$ cat config.mk
export PLATFORM = sky130hd
export DESIGN_NAME = updown_mod_counter
export DESIGN_NICKNAME = d
export VERILOG_FILES = /design/src/rtl/counter_pkg.sv /design/src/rtl/counter_next_state.sv /design/src/rtl/updown_mod_counter.sv
export SDC_FILE = /design/constraint.sdc
export NUM_CORES = 1
export LEC_CHECK = 0
export BUFFER_PORTS_ARGS = -buffer_cell sky130_fd_sc_hd__clkbuf_2
export CAP_MARGIN = 25
export CELL_PAD_IN_SITES_DETAIL_PLACEMENT = 1
export CELL_PAD_IN_SITES_GLOBAL_PLACEMENT = 1
export CORE_UTILIZATION = 35
export CTS_CLUSTER_DIAMETER = 80
export DETAILED_ROUTE_END_ITERATION = 12
export PLACE_DENSITY_LB_ADDON = 0.1
export SLEW_MARGIN = 10
export SYNTH_ARGS = -nofsm -noshare
export SYNTH_HDL_FRONTEND = slang
export SYNTH_HIERARCHICAL = 1
export SYNTH_SLANG_ARGS = --single-unit
export TNS_END_PERCENT = 1
$ cat constraint.sdc
create_clock -name clk -period 3.8 [get_ports clk]
set_clock_uncertainty 0.2 [all_clocks]
set_input_delay 0.95 -clock clk [delete_from_list [all_inputs] [get_ports clk]]
set_output_delay 0.95 -clock clk [all_outputs]
set_load 0.01 [all_outputs]
$ cat src/rtl/counter_pkg.sv
// ============================================================================
// Module : counter_pkg
// Brief  : Shared direction and mode encodings for the counter library.
// Rev    : 1.0  initial release
// ============================================================================
`default_nettype none

package counter_pkg;

    localparam logic DIR_UP    = 1'b1;
    localparam logic DIR_DN    = 1'b0;

    localparam logic MODE_WRAP = 1'b0;
    localparam logic MODE_SAT  = 1'b1;

endpackage : counter_pkg

`default_nettype wire

$ cat src/rtl/counter_next_state.sv
// ============================================================================
// Module : counter_next_state
// Brief  : Combinational next-count, terminal-count and saturate-tracking logic.
// Rev    : 1.0  initial release
// ============================================================================
`default_nettype none

module counter_next_state
    import counter_pkg::*;
#(
    parameter int WIDTH = 4
) (
    input  logic [WIDTH-1:0] i_q,
    input  logic [WIDTH-1:0] i_mod_max,
    input  logic             i_up_dn,
    input  logic             i_sat_mode,
    input  logic             i_load,
    input  logic [WIDTH-1:0] i_load_val,
    input  logic             i_en,
    input  logic             i_sat_hit,
    output logic [WIDTH-1:0] o_q_next,
    output logic             o_tc_next,
    output logic             o_sat_hit_next
);

    localparam logic [WIDTH-1:0] c_zero = '0;
    localparam logic [WIDTH-1:0] c_one  = WIDTH'(1);

    logic w_sat;
    logic w_up;

    assign w_sat = (i_sat_mode == MODE_SAT);
    assign w_up  = (i_up_dn == DIR_UP);

    always_comb begin
        o_q_next       = i_q;
        o_tc_next      = 1'b0;
        o_sat_hit_next = i_sat_hit;

        if (i_load) begin
            o_q_next       = (i_load_val > i_mod_max) ? i_mod_max : i_load_val;
            o_sat_hit_next = 1'b0;
        end else if (i_en) begin
            if (i_q > i_mod_max) begin
                // Modulus was lowered under us: snap back into range and flag it
                o_q_next       = (w_up && !w_sat) ? c_zero : i_mod_max;
                o_tc_next      = 1'b1;
                o_sat_hit_next = w_up && w_sat;
            end else if (w_up) begin
                if (i_q == i_mod_max) begin
                    if (w_sat) begin
                        o_tc_next      = !i_sat_hit;
                        o_sat_hit_next = 1'b1;
                    end else begin
                        o_q_next       = c_zero;
                        o_tc_next      = 1'b1;
                        o_sat_hit_next = 1'b0;
                    end
                end else begin
                    o_q_next       = i_q + c_one;
                    o_tc_next      = w_sat && (i_q + c_one == i_mod_max);
                    o_sat_hit_next = w_sat && (i_q + c_one == i_mod_max);
                end
            end else begin
                if (i_q == c_zero) begin
                    if (w_sat) begin
                        o_tc_next      = !i_sat_hit;
                        o_sat_hit_next = 1'b1;
                    end else begin
                        o_q_next       = i_mod_max;
                        o_tc_next      = 1'b1;
                        o_sat_hit_next = 1'b0;
                    end
                end else begin
                    o_q_next       = i_q - c_one;
                    o_tc_next      = w_sat && (i_q == c_one);
                    o_sat_hit_next = w_sat && (i_q == c_one);
                end
            end
        end
    end

endmodule : counter_next_state

`default_nettype wire

$ cat src/rtl/updown_mod_counter.sv
// ============================================================================
// Module : updown_mod_counter
// Brief  : Up/down modulo counter with load, wrap/saturate and registered tc.
// Rev    : 1.0  initial release
// ============================================================================
`default_nettype none

module updown_mod_counter
    import counter_pkg::*;
#(
    parameter int               WIDTH   = 4,
    parameter logic [WIDTH-1:0] RST_VAL = {WIDTH{1'b1}}
) (
    input  logic             clk,
    input  logic             rst_n,
    input  logic             en,
    input  logic             up_dn,
    input  logic             load,
    input  logic [WIDTH-1:0] load_val,
    input  logic [WIDTH-1:0] mod_max,
    input  logic             sat_mode,
    output logic [WIDTH-1:0] q,
    output logic             tc,
    output logic             at_zero,
    output logic             at_max
);

    logic [WIDTH-1:0] r_q;
    logic             r_tc;
    logic             r_sat_hit;

    logic [WIDTH-1:0] w_q_next;
    logic             w_tc_next;
    logic             w_sat_hit_next;

    counter_next_state #(
        .WIDTH (WIDTH)
    ) u_next (
        .i_q            (r_q),
        .i_mod_max      (mod_max),
        .i_up_dn        (up_dn),
        .i_sat_mode     (sat_mode),
        .i_load         (load),
        .i_load_val     (load_val),
        .i_en           (en),
        .i_sat_hit      (r_sat_hit),
        .o_q_next       (w_q_next),
        .o_tc_next      (w_tc_next),
        .o_sat_hit_next (w_sat_hit_next)
    );

    always_ff @(posedge clk or negedge rst_n) begin
        if (!rst_n) begin
            r_q       <= RST_VAL;
            r_tc      <= 1'b0;
            r_sat_hit <= 1'b0;
        end else begin
            r_q       <= w_q_next;
            r_tc      <= w_tc_next;
            r_sat_hit <= w_sat_hit_next;
        end
    end

    assign q       = r_q;
    assign tc      = r_tc;
    assign at_zero = (r_q == '0);
    assign at_max  = (r_q == mod_max);

endmodule : updown_mod_counter

`default_nettype wire

==> results.toml <==
[sta]
fin_crit_sh_pct = 83.0
tns_ns = 0
hold_viol = 0
tightest_slew_ns = 0.897
maxSlewHeadroom_pct = 40.2
final-setup-viol-count = 0
rsz0062_at_grt = "no"
max_freq_ghz = 0.317
fin_crit_ns = 3.15
slew_viol_final = 0

[worst_setup_path]
slowest_stage = "a21oi_1"
startpoint = "mod_max[2]"
critPathLaunchType = "input port"
worstPathArrival_ns = 3.11
critPathKind = "input port to flip-flop"
path_max_fanout = 12
slowest_delay_ns = 0.72
worst_setup_path_end_kind = "flip-flop"
required_ns = 3.75
reg2reg_from = "q[0]"
critical_path.cell_chain = "clkbuf_2 -> inv_1 -> ha_1 -> and4_1 -> a21oi_1 -> a31oi_1 -> a211oi_1"

[worst_hold_path]
hold_path_class = "input port to asynchronous set/reset pin"

[floorplan]
fp.dieW_um = 56.7
initial_core_util_pct = 37.3
die_y_um = 56.7
dieArea_sq_um = 3210
rows = 19
design.core.area_sq_um = 2810
io_pins = 21

[global_routing]
grt_max_degree = 17
grt_pass1_wl_mm = 5.63
first_global_vias = 1094
overflow = 0
antenna_found_initial = 0
grtUsageTotal_pct = 22.9

[layout]
stdcell_area_sq_um = 1160
area_growth_pct = 10.6
nFillCells = 361
fin_nets = 175
fin_util_pct = 41.3
n_antenna_cell = 0
layout-drive-gt1-share_pct = 22.8

[detailed_routing]
vias_per_cell = 6.22
wl_per_cell_um = 19.0
drtIter0Drc = 35
dr.pass1.iters = 4
final_antenna_net_count = 0
wirelength_mm = 3.41
drc_errors = 0
routed-via-count = 1119

[power_and_ir_drop]
seq_power_share_pct = 27.6
pwr-share-comb_pct = 58.4
intPower_uw = 245
p_leak_nw = 0.514
power_density_nw_per_um2 = 417
clkPwrFrac_pct = 14.0
switching_share_pct = 49.3
peakVddDrop_uv = 335
power.switching_uw = 238

[yosys]
ys_seq_area_share_pct = 14.8
synth.top_cell.area_share_pct = 13.2
postSynthCellCount = 135
ys_top_cells_by_area = "ha_1 (13%), dfstp_2 (10%), xor2_1 (5.9%)"
async_reset_ff_share_pct = 100
syn_area_per_cell_sq_um = 7.75
synthesis.nets = 160
synth_warnings = 6
synth_seq_cells = 6
synth_ff_type = "dfstp_2"
syn-cell-area_sq_um = 1050
synthDistinctLibCells = 49
synth-edff-count = 0
yosys.area.top_type = "ha_1"

[clocking]
ctsResizeCount = 0
cts_tree = "yes"
root_buffer = "clkbuf_4"
cts_buffers = 3
h-tree-depth = 1
clk_path_buf_depth = 2
path_clk_slew_ns = 0.05
cts_hold_buffers = 0
cts.sinks = 6
cts_setup_buffers = 0
clock_latency_ns = 0.26

[status]
status = "finished clean"

[placement]
dp.final_hpwl_mm = 2.51
port_buffers = 20
dpl-instance-area_sq_um = 1130
gp_congestion = 0.865

[job]
cap_viol_max_count = 0
-- cells in the mapped netlist, types with 2 or more instances --
library cell	number
clkbuf_1	6
nor2_1	7
inv_1	9
nand4_1	4
a31oi_1	3
dfrtp_1	2
a211oi_1	4
a21oi_1	8
nor4_1	2
or4_1	2
nand3_1	5
ha_1	11
o21ai_0	4
xor2_1	7
mux2i_1	3
nand2b_1	4
dfstp_2	4
nand2_1	8
nor2b_1	4
o211ai_1	2
xnor2_1	2
o21a_1	2
nor3_1	5
buf_4	2
-- area by class of cell --
| type | count | area, sq um | area share [%] |
|---|---|---|---|
| clock buffers | 4 | 26.3 | 2.27 |
| well taps | 31 | 38.8 | 3.35 |
| repair buffers | 20 | 100 | 8.65 |
| multi-input cells | 110 | 803 | 69.4 |
| flip-flops and latches | 6 | 155 | 13.4 |
| inverters | 9 | 33.8 | 2.92 |
-- per-layer routing --
metal | up-vias | global-route usage [%] | share of wire, %
met2 | 28 | 36.7 | 47
li1 | 534 | - | -
met4 | 0 | 6.07 | 1.0
met1 | 553 | 31.8 | 47
met3 | 4 | 3.69 | 4.8
met5 | - | 0 | 0
-- cells by family (layout without fill, tap and decap cells) --
kind of cell | after synthesis | in the layout | share of synthesized area [%]
simple gates | 51 | 51 | 28.1
mux | 4 | 4 | 3.95
xor+xnor | 9 | 9 | 7.54
flops | 6 | 6 | 14.8
buf+inv | 19 | 33 | 8.37
fa+ha+maj | 11 | 11 | 13.2
compound gates | 35 | 35 | 24.0
-- cells in the final DEF, fill, tap and decap left out, types with 3 or more instances in the layout --
cell / n
clkbuf_2: 20
ha_1: 11
inv_1: 9
nand2_1: 8
a21oi_1: 8
xor2_1: 7
nor2_1: 7
nand3_1: 5
nor3_1: 5
dfstp_2: 4
nand2b_1: 4
o21ai_0: 4
nand4_1: 4
nor2b_1: 4
a211oi_1: 4
clkbuf_4: 3
a31oi_1: 3
mux2i_1: 3
-- registers in the layout, summed over array words and instances (netlist names) --
signal	flops
q	4
r_sat_hit	1
tc	1
-- final timing paths --
path,slack (ns),cells past startpoint,end
max reg2reg,0.77,6,q[0]
max,0.65,7,q[0]
max in group asynchronous,2.87,1,q[3]
min in group clk,0.43,2,q[2]
min reg2reg,0.43,2,q[2]
min,0.30,1,r_sat_hit
-- per-stage QoR --
step	instances	hold slack, ns	power [mW]	worst slack, ns
floorplan	135	0.434	0.331	1.07
global placement	176	0.452	0.412	0.479
detailed placement	176	0.439	0.413	0.452
CTS	180	0.291	0.485	0.709
global route	180	0.295	0.522	0.559
finish	180	0.296	0.483	0.645
-- power by group through the flow --
stage,clock network [mW],logic [mW],registers (mW)
floorplan,0,0.218,0.114
global placement,0,0.276,0.136
detailed placement,0,0.278,0.135
CTS,0.0703,0.280,0.134
global route,0.0731,0.311,0.138
finish,0.0675,0.282,0.133
-- critical path: cells and delay by family --
family | cells | cell delay (ns)
AO/OA/AOI/OAI | 3 | 1.24
adder cells (fa/ha/maj) | 1 | 0.33
buffers and inverters | 2 | 0.30
AND/OR/NAND/NOR | 1 | 0.29
No activity file was read; power rests on OpenSTA's default activity.
